**config.mk**
```make
export PLATFORM = sky130hd
export DESIGN_NAME = pixel_column_reader
export DESIGN_NICKNAME = d
export VERILOG_FILES = /design/src/rtl/pixel_column_reader_pkg.sv /design/src/rtl/pixel_column_reader_rgb_byte_packer.sv /design/src/rtl/pixel_column_reader.sv
export SDC_FILE = /design/constraint.sdc
export NUM_CORES = 1
export LEC_CHECK = 0
export CORE_MARGIN = 5
export CORE_UTILIZATION = 36
export CTS_CLUSTER_DIAMETER = 50
export DETAILED_ROUTE_END_ITERATION = 12
export HOLD_SLACK_MARGIN = 0.06
export PLACE_DENSITY = 0.66
export SETUP_SLACK_MARGIN = 0.05
export SYNTH_ARGS = -nofsm -noshare
export SYNTH_HDL_FRONTEND = slang
export SYNTH_SLANG_ARGS = --single-unit
```
**constraint.sdc**
```tcl
create_clock -name clock -period 2.6 [get_ports clock]
set_clock_uncertainty 0.05 [all_clocks]
set_input_delay 0.52 -clock clock [delete_from_list [all_inputs] [get_ports clock]]
set_output_delay 0.52 -clock clock [all_outputs]
set_load 0.005 [all_outputs]
```
**src/rtl/pixel_column_reader_pkg.sv**
```systemverilog
// Shared pixel types for the column reader: Pixel, PixelArray, PipelineHeight.
// Also holds the reader FSM state encoding.
package pixel_column_reader_pkg;

   localparam int PipelineHeight = 5;

   typedef struct packed {
      logic [7:0] red;
      logic [7:0] green;
      logic [7:0] blue;
   } Pixel;

   typedef Pixel [0:PipelineHeight-1] PixelArray;

   typedef enum logic {
      WAIT_SOF = 1'b0,
      ASSEMBLE = 1'b1
   } reader_state_t;

endpackage

```
**src/rtl/pixel_column_reader_rgb_byte_packer.sv**
```systemverilog
// rgb_byte_packer: packs R,G,B bytes into a Pixel; pixel_valid on the blue byte.
// Ports: clock, reset_n, data, load (next byte), restart (byte is a new red), phase, pixel, pixel_valid.
module rgb_byte_packer
   import pixel_column_reader_pkg::*;
(
   input  logic       clock,
   input  logic       reset_n,
   input  logic [7:0] data,
   input  logic       load,
   input  logic       restart,
   output logic [1:0] phase,
   output Pixel       pixel,
   output logic       pixel_valid
);

   logic [7:0] red_q;
   logic [7:0] green_q;

   always_ff @(posedge clock or negedge reset_n) begin
      if (!reset_n) begin
         phase   <= 2'd0;
         red_q   <= '0;
         green_q <= '0;
      end else if (restart) begin
         red_q <= data;
         phase <= 2'd1;
      end else if (load) begin
         unique case (phase)
            2'd0: begin
               red_q <= data;
               phase <= 2'd1;
            end
            2'd1: begin
               green_q <= data;
               phase   <= 2'd2;
            end
            default: phase <= 2'd0;
         endcase
      end
   end

   // Blue is taken straight from the bus so the pixel lands the same cycle.
   assign pixel = '{red: red_q, green: green_q, blue: data};
   assign pixel_valid = load && !restart && (phase == 2'd2);

endmodule

```
**src/rtl/pixel_column_reader.sv**
```systemverilog
// Byte-stream (R,G,B + sof) to PixelArray column deserializer with valid/ready output.
// Ports: clock, reset_n, in_* byte stream, out_* column, sync_error, error_count (PIXEL_READER_ERRCNT_EN).
module pixel_column_reader #(
   parameter int PipelineHeight = pixel_column_reader_pkg::PipelineHeight,
   parameter int ImageWidth     = 640
) (
   input  logic                                clock,
   input  logic                                reset_n,
   input  logic [7:0]                          in_data,
   input  logic                                in_valid,
   input  logic                                in_sof,
   output logic                                in_ready,
   output pixel_column_reader_pkg::PixelArray  out_pixels,
   output logic                                out_valid,
   input  logic                                out_ready,
   output logic                                out_first_column,
   output logic                                out_last_column,
   output logic                                sync_error,
   output logic [15:0]                         error_count
);

   import pixel_column_reader_pkg::*;

   localparam int RowW = (PipelineHeight > 1) ? $clog2(PipelineHeight) : 1;
   localparam int ColW = (ImageWidth > 1) ? $clog2(ImageWidth) : 1;
   localparam logic [RowW-1:0] LastRow = RowW'(PipelineHeight - 1);
   localparam logic [ColW-1:0] LastCol = ColW'(ImageWidth - 1);

   reader_state_t   state_q;
   logic [RowW-1:0] row_q;
   logic [ColW-1:0] col_q;
   PixelArray       asm_q;
   PixelArray       col_next;

   logic [1:0] phase;
   Pixel       pixel;
   logic       pixel_valid;

   logic accept;
   logic sof_hit;
   logic at_origin;
   logic sof_error;
   logic pk_load;
   logic last_slot;
   logic col_done;

   // Only the byte that would complete a column waits on a full output.
   assign last_slot = (state_q == ASSEMBLE) && (phase == 2'd2)
                   && (row_q == LastRow);
   assign in_ready  = !(out_valid && !out_ready) || !last_slot;
   assign accept    = in_valid && in_ready;
   assign sof_hit   = accept && in_sof;
   assign at_origin = (phase == 2'd0) && (row_q == '0) && (col_q == '0);
   assign sof_error = sof_hit && (state_q == ASSEMBLE) && !at_origin;
   assign pk_load   = accept && !in_sof && (state_q == ASSEMBLE);
   assign col_done  = pixel_valid && (row_q == LastRow);

   rgb_byte_packer u_packer (
      .clock       (clock),
      .reset_n     (reset_n),
      .data        (in_data),
      .load        (pk_load),
      .restart     (sof_hit),
      .phase       (phase),
      .pixel       (pixel),
      .pixel_valid (pixel_valid)
   );

   always_comb begin
      col_next = asm_q;
      col_next[PipelineHeight-1] = pixel;
   end

   always_ff @(posedge clock or negedge reset_n) begin
      if (!reset_n) begin
         state_q          <= WAIT_SOF;
         row_q            <= '0;
         col_q            <= '0;
         asm_q            <= '0;
         out_pixels       <= '0;
         out_valid        <= 1'b0;
         out_first_column <= 1'b0;
         out_last_column  <= 1'b0;
         sync_error       <= 1'b0;
      end else begin
         sync_error <= sof_error;

         // A stray sof drops the partial column; stale rows get overwritten.
         if (sof_hit) begin
            state_q <= ASSEMBLE;
            row_q   <= '0;
            col_q   <= '0;
         end else if (pixel_valid) begin
            asm_q[row_q] <= pixel;
            if (row_q == LastRow) begin
               row_q <= '0;
               if (col_q == LastCol) begin
                  col_q   <= '0;
                  state_q <= WAIT_SOF;
               end else begin
                  col_q <= col_q + ColW'(1);
               end
            end else begin
               row_q <= row_q + RowW'(1);
            end
         end

         if (col_done) begin
            out_pixels       <= col_next;
            out_first_column <= (col_q == '0);
            out_last_column  <= (col_q == LastCol);
            out_valid        <= 1'b1;
         end else if (out_ready) begin
            out_valid <= 1'b0;
         end
      end
   end

`ifdef PIXEL_READER_ERRCNT_EN
   logic [15:0] err_cnt_q;

   always_ff @(posedge clock or negedge reset_n) begin
      if (!reset_n) begin
         err_cnt_q <= '0;
      end else if (sof_error && (err_cnt_q != 16'hFFFF)) begin
         err_cnt_q <= err_cnt_q + 16'd1;
      end
   end

   assign error_count = err_cnt_q;
`else
   assign error_count = '0;
`endif

endmodule

```
### After elaboration in Yosys (flattened, before gate mapping)

Index checks and enable logic that the tools add are counted.

* bits in writable memories: 0
* bits in latches: 0
* ROM bits: 0
* logic and storage cells: 108
* memories kept: 0
* bits in registers: 276

* shift-type cells: 0
* eq/ne operators: 4
* multiply operators: 0
* $add $sub $neg: 2
* reductions and logical operators: 36
* bitwise operators: 2
* div/mod/pow operators: 0
* order comparisons: 2
* mux-type cells: 22

Operators by type and width (number)
* bitwise mux 120 bit: 1
* demux 24 bit (select 3 bit): 1
* two-way mux 10 bit: 4
* two-way mux 24 bit: 1
* two-way mux 8 bit: 3
* logical AND 1 bit: 15
* nonzero test 2 bit: 6
* adder 10 x 1 -> 10 bit (second input constant): 1
* == test 10 bit (second input constant): 1
* logical NOT 10 bit: 1
* two-way mux 3 bit: 3
* logical NOT 1 bit: 6
* two-way mux 1 bit: 6
* AND reduction 2 bit: 3
* AND reduction 3 bit: 2
* >= comparator 4 bit (second input constant): 1
* < comparator 4 x 1 -> 1 bit (second input constant): 1
* two-way mux 2 bit: 2
* inverter 3 -> 4 bit: 1
* case mux 2 bit (2 select lines): 1
* adder 3 x 1 -> 3 bit (second input constant): 1
* == test 3 bit (second input constant): 1
* logical NOT 3 bit: 1
* == test 2 x 1 -> 1 bit (second input constant): 1
* other kinds (4): 4

### Longest topological paths before layout

* word-level depth: 12
* depth in mapped cells: 9
* gate-level depth less buffers: 6

### Hierarchy

A second synthesis with hierarchy kept.

* cells, all modules: 918
* area total of the unflattened synthesis: 10397.5 um2

By module, submodules not included
* pixel_column_reader: times used 1, area an instance 9424.0 um2, cells an instance 838
* rgb_byte_packer: times used 1, area an instance 973.4 um2, cells an instance 80

### Worst setup path after synthesis

OpenSTA, ideal clock, no wires.

* kind: flip-flop to flip-flop
* start: register row_q[0]
* end: register col_q[3]
* path slack: 0.489 ns
* stages on the path, launching flop included: 8
* path buffers: 1
* setup time: 0.082 ns
* period minus slack after synthesis: 2.111 ns
* required time: 2.468 ns
* data arrival time: 1.979 ns
* cell sequence: dfrtp_1 -> inv_1 -> ha_1 -> nand4b_2 -> or3_1 -> buf_2 -> or4_1 -> a31oi_1

* longest elaborated chain between the ends: 11

RTL lines
* start: declaration: line pixel_column_reader.sv:30 `logic [RowW-1:0] row_q;`
* start signal: assignment: line pixel_column_reader.sv:104 `row_q <= row_q + RowW'(1);`
* == test 3 bit *: line pixel_column_reader.sv:49, pixel_column_reader.sv:95
* logical AND 1 bit: line pixel_column_reader.sv:49 `&& (row_q == LastRow);`
* logical NOT 1 bit: line pixel_column_reader.sv:50 `assign in_ready = !(out_valid && !out_ready) || !last_slot;`
* logical OR 1 bit: line pixel_column_reader.sv:50
* logical AND 1 bit: line pixel_column_reader.sv:51 `assign accept = in_valid && in_ready;`
* logical AND 1 bit (on tied branches): line pixel_column_reader.sv:55, pixel_column_reader.sv:52
* logical AND 1 bit or logical NOT 1 bit (tied branches): line pixel_column_reader.sv:55, pixel_column_reader_rgb_byte_packer.sv:44
* logical AND 1 bit (2 in series): line pixel_column_reader_rgb_byte_packer.sv:44 `assign pixel_valid = load && !restart && (phase == 2'd2);`
* nonzero test 2 bit (no source line)
* AND reduction 2 bit (no source line)
* end signal: assignment: line pixel_column_reader.sv:101 `col_q <= col_q + ColW'(1);`
* end: declaration: line pixel_column_reader.sv:31 `logic [ColW-1:0] col_q;`

Mark *: on every way between the ends. The rest lies on a longest branch, timed or not.
A chain may end at the register's enable or synchronous reset.

### Final worst setup path

* start: register row_q[1]
* end: output in_ready

* longest elaborated chain between the ends: 4

RTL lines
* == test 3 bit: line pixel_column_reader.sv:49
* logical AND 1 bit: line pixel_column_reader.sv:49
* logical NOT 1 bit: line pixel_column_reader.sv:50
* logical OR 1 bit: line pixel_column_reader.sv:50
* end: declaration: line pixel_column_reader.sv:12 `output logic in_ready,`

No other way between the ends.

==> key figures <==
Place
  – Dpl cells: 1344
  – Post-DP HPWL: 15010 um
  – GP Congestion: 0.7460
  – IO Port Bufs: 137

Critical path
  – Slowest-stage cell, CP: dfrtp_1
  – Worst-path fanout max: 4
  – Crit path kind: flip-flop to primary output
  – Crit path launch: row_q[1]
  – Startpoint class of the critical path: flip-flop
  – Worst r2r src: row_q[1]
  – Maximum single-stage delay on the critical path: 0.42 ns
  – Worst r2r dst: col_q[3]
  – Reg2Reg Setup Slack: 0.43 ns
  – Cells on worst reg2reg path: 6
  – Worst path top cell family by delay: flip-flops
  – CP Cell Sequence: inv_2, ha_4, and4b_2, nand3_2, dlygate4sd2_1
  – Critical Path End Type: primary output
  – Worst Path Arrival: 1.86 ns
  – CP endpoint: in_ready
  – WP depth: 5
  – Worst Path Buf+Inv: 2
  – WP data required: 2.03 ns

Power and ir drop
  – NetSw: 2.020 mW
  – Total power: 9.109 mW
  – Clk pwr share: 0.454
  – Gate power share: 0.053
  – P_leak: 6.437 nW
  – Pint: 7.089 mW
  – PD cells: 714.0 nW/um^2
  – Seq pwr share: 0.493
  – VDD IR max: 0.3650 mV
  – Net Sw Frac: 0.2218

STA
  – Final hold vios: 0
  – Hold_ws: 0.3990 ns
  – Max Fclk: 411.9 MHz
  – Max-slew headroom: 0.5396
  – RSZ-0062 raised after global routing: no
  – Final Max Tran Viols: 0
  – Setup_tns: 0 ns
  – Worst-Margin Slew: 0.6906 ns
  – Finish-stage setup viols: 0
  – Fin crit period: 2.428 ns
  – Tcrit/Tclk final: 0.9337

Global routing
  – Vias in the first global route: 6701
  – Total routing usage reported by global routing: 0.1509
  – Antenna violations before repair: 0
  – Grt ovf: 0
  – Largest net degree at the start of global routing: 76
  – First-pass GRT wire length: 37570 um

Clock network
  – CTS buffer count: 28
  – Clock slew at reported path FFs: 0.06 ns
  – CTS tree: done
  – Clock sinks: 252
  – H-tree levels: 1
  – CTS max path bufs: 3
  – Later-pin clock latency in the skew report: 0.53 ns
  – Clk root buf: clkbuf_16

Route
  – DR pass1 iterations: 4
  – Drt wl/cell: 16.77 um
  – ANT nets after route: 0
  – Iteration-0 DRC count of the detailed router: 450
  – Via/cell ratio: 4.771
  – Final wirelength: 23450 um
  – Via count: 6670
  – Drc violations: 0

Die
  – Die ar.: 30750 sq um
  – Starting Density: 0.3652
  – Core Area: 26950 sq um
  – Die Ht: 175.3 um
  – Row cnt: 60
  – Die width: 175.3 um
  – # IOs: 154

Cells and area
  – Core Util, Final: 0.4734
  – Final nets: 1054
  – Fillers: 2414
  – N_diodes: 0
  – Layout cells sized above 1: 0.1911
  – Area grow syn2layout: 29.63%
  – Non-filler cells, final: 1398

Yosys
  – Post-Syn Area per Cell: 11.16 sq um
  – Post-Syn Area: 9842 sq um
  – Post-Syn Instances: 882
  – Netlist cell types: 41
  – Seq cells post-synth: 252
  – Syn. warnings: 0
  – Sequential area share after synthesis: 0.6407

Run
  – Max Cap Violations: 0

Hold path
  – HP Class: flip-flop to flip-flop

Outcome
  – Status: finished clean
[worst min path at each step]
stage               startpoint              to  cells after the start
floorplan              reset_n      asm_q[100]                      0
global placement     asm_q[36]  out_pixels[36]                      2
detailed placement   asm_q[79]  out_pixels[79]                      2
CTS                  asm_q[38]  out_pixels[38]                      2
global route         asm_q[36]  out_pixels[36]                      2
finish               asm_q[38]  out_pixels[38]                      2
[stage by stage]
stage / setup slack, ns / cell area (sq um)
floorplan: 0.4892 / 9898
global placement: 0.1025 / 11720
detailed placement: 0.09719 / 11720
CTS: 0.05528 / 12730
global route: 0.06146 / 12760
finish: 0.1723 / 12760
[worst reg2reg max path, cell delays in order (launching register included)]
cell and delay, ns:
dfrtp_1 0.42, inv_2 0.11, ha_4 0.15, nand4b_2 0.17, or3_4 0.49, or4_1 0.51
a31oi_1 0.20
[cells in the final DEF (no fill, tap or decap), types with 3 or more instances in the layout]
cell	instances
dfrtp_1	252
nand3_1	10
xnor2_1	3
o21ai_0	5
buf_4	21
ha_1	3
clkdlybuf4s50_1	135
buf_12	8
bufinv_16	4
nand2_1	373
nor2_1	4
conb_1	16
or3_1	4
a311oi_1	3
mux2_2	113
nand2b_1	3
clkinv_2	4
a21oi_1	7
clkbuf_1	6
nor3_1	3
clkbuf_8	7
inv_1	3
clkbuf_16	29
[synth_stat cells, drive strengths merged]
cell type	number	area share
nor3b	2	0.0020
clkbuf	29	0.011
buf	28	0.018
ha	4	0.0051
nand4b	1	0.0015
o21ai	5	0.0025
or2	1	0.00064
nor2	4	0.0015
inv	5	0.0019
and3	2	0.0013
a311oi	3	0.0027
xnor2	3	0.0027
mux2	113	0.13
conb	1	0.00038
or4	1	0.00076
nor4	2	0.0013
or4b	1	0.0010
a21oi	7	0.0036
and4	2	0.0018
a21o	1	0.00076
nor3	5	0.0031
nand4	2	0.0013
nand3	12	0.0061
dfrtp	252	0.64
and2	1	0.00064
a31o	1	0.00089
nand2b	3	0.0019
nand2	373	0.14
nor2b	2	0.0013
o211ai	2	0.0015
nand3b	2	0.0015
and4b	1	0.0010
nor4b	1	0.00089
a21bo	1	0.0010
o31ai	2	0.0015
or3	5	0.0032
a31oi	2	0.0013
[final cells by class]
class | count | area [sq um] | share of cell area
clock buffers | 42 | 844.6 | 0.06620
clock inverters | 8 | 140.1 | 0.01098
inverters | 5 | 18.77 | 0.001471
multi-input cells | 583 | 3319 | 0.2602
flip-flops and latches | 252 | 6306 | 0.4943
well taps | 341 | 426.7 | 0.03344
repair buffers | 167 | 1703 | 0.1335
[kinds of logic after synthesis]
kind of cell	share of synthesized area
simple gates	0.1749
flops	0.6407
mux	0.1293
buf+inv	0.03115
compound gates	0.01576
fa+ha+maj	0.005085
xor+xnor	0.002670
other cells	0.0003810
[power by group through the flow]
| stage | clock (mW) | sequential (mW) | combinational [mW] |
|---|---|---|---|
| 6_report | 4.14 | 4.49 | 0.483 |
| 3_5_place_dp | 0 | 4.57 | 0.484 |
| 3_3_place_gp | 0 | 4.56 | 0.470 |
| 5_1_grt | 4.42 | 4.53 | 0.541 |
| 4_1_cts | 4.25 | 4.50 | 0.491 |
| 2_1_floorplan | 0 | 4.41 | 0.315 |
[layer usage]
metal | GRT usage | up-vias | share of wire
met2 | 0.2405 | 157 | 0.45
met1 | 0.2084 | 3331 | 0.47
met5 | 0 | - | 0
met4 | 0.03961 | 0 | 0.023
met3 | 0.03638 | 39 | 0.061
li1 | - | 3143 | -
[flip-flops by register name, summed over array words and instances (netlist names), 2 cells and up]
name / cells
asm_q: 96
col_q: 10
out_pixels: 120
row_q: 3
u_packer.green_q: 8
u_packer.phase: 2
u_packer.red_q: 8
[repair_timing]
action                                 in CTS  in global routing
pin swaps                                   0                  0
setup buffers                               1                  2
gates resized for setup                     3                  4
endpoints found under the hold margin      65                  0
hold buffers                                1                  0
setup endpoints to repair                   1                  1
(Power assumes the default switching activity.)
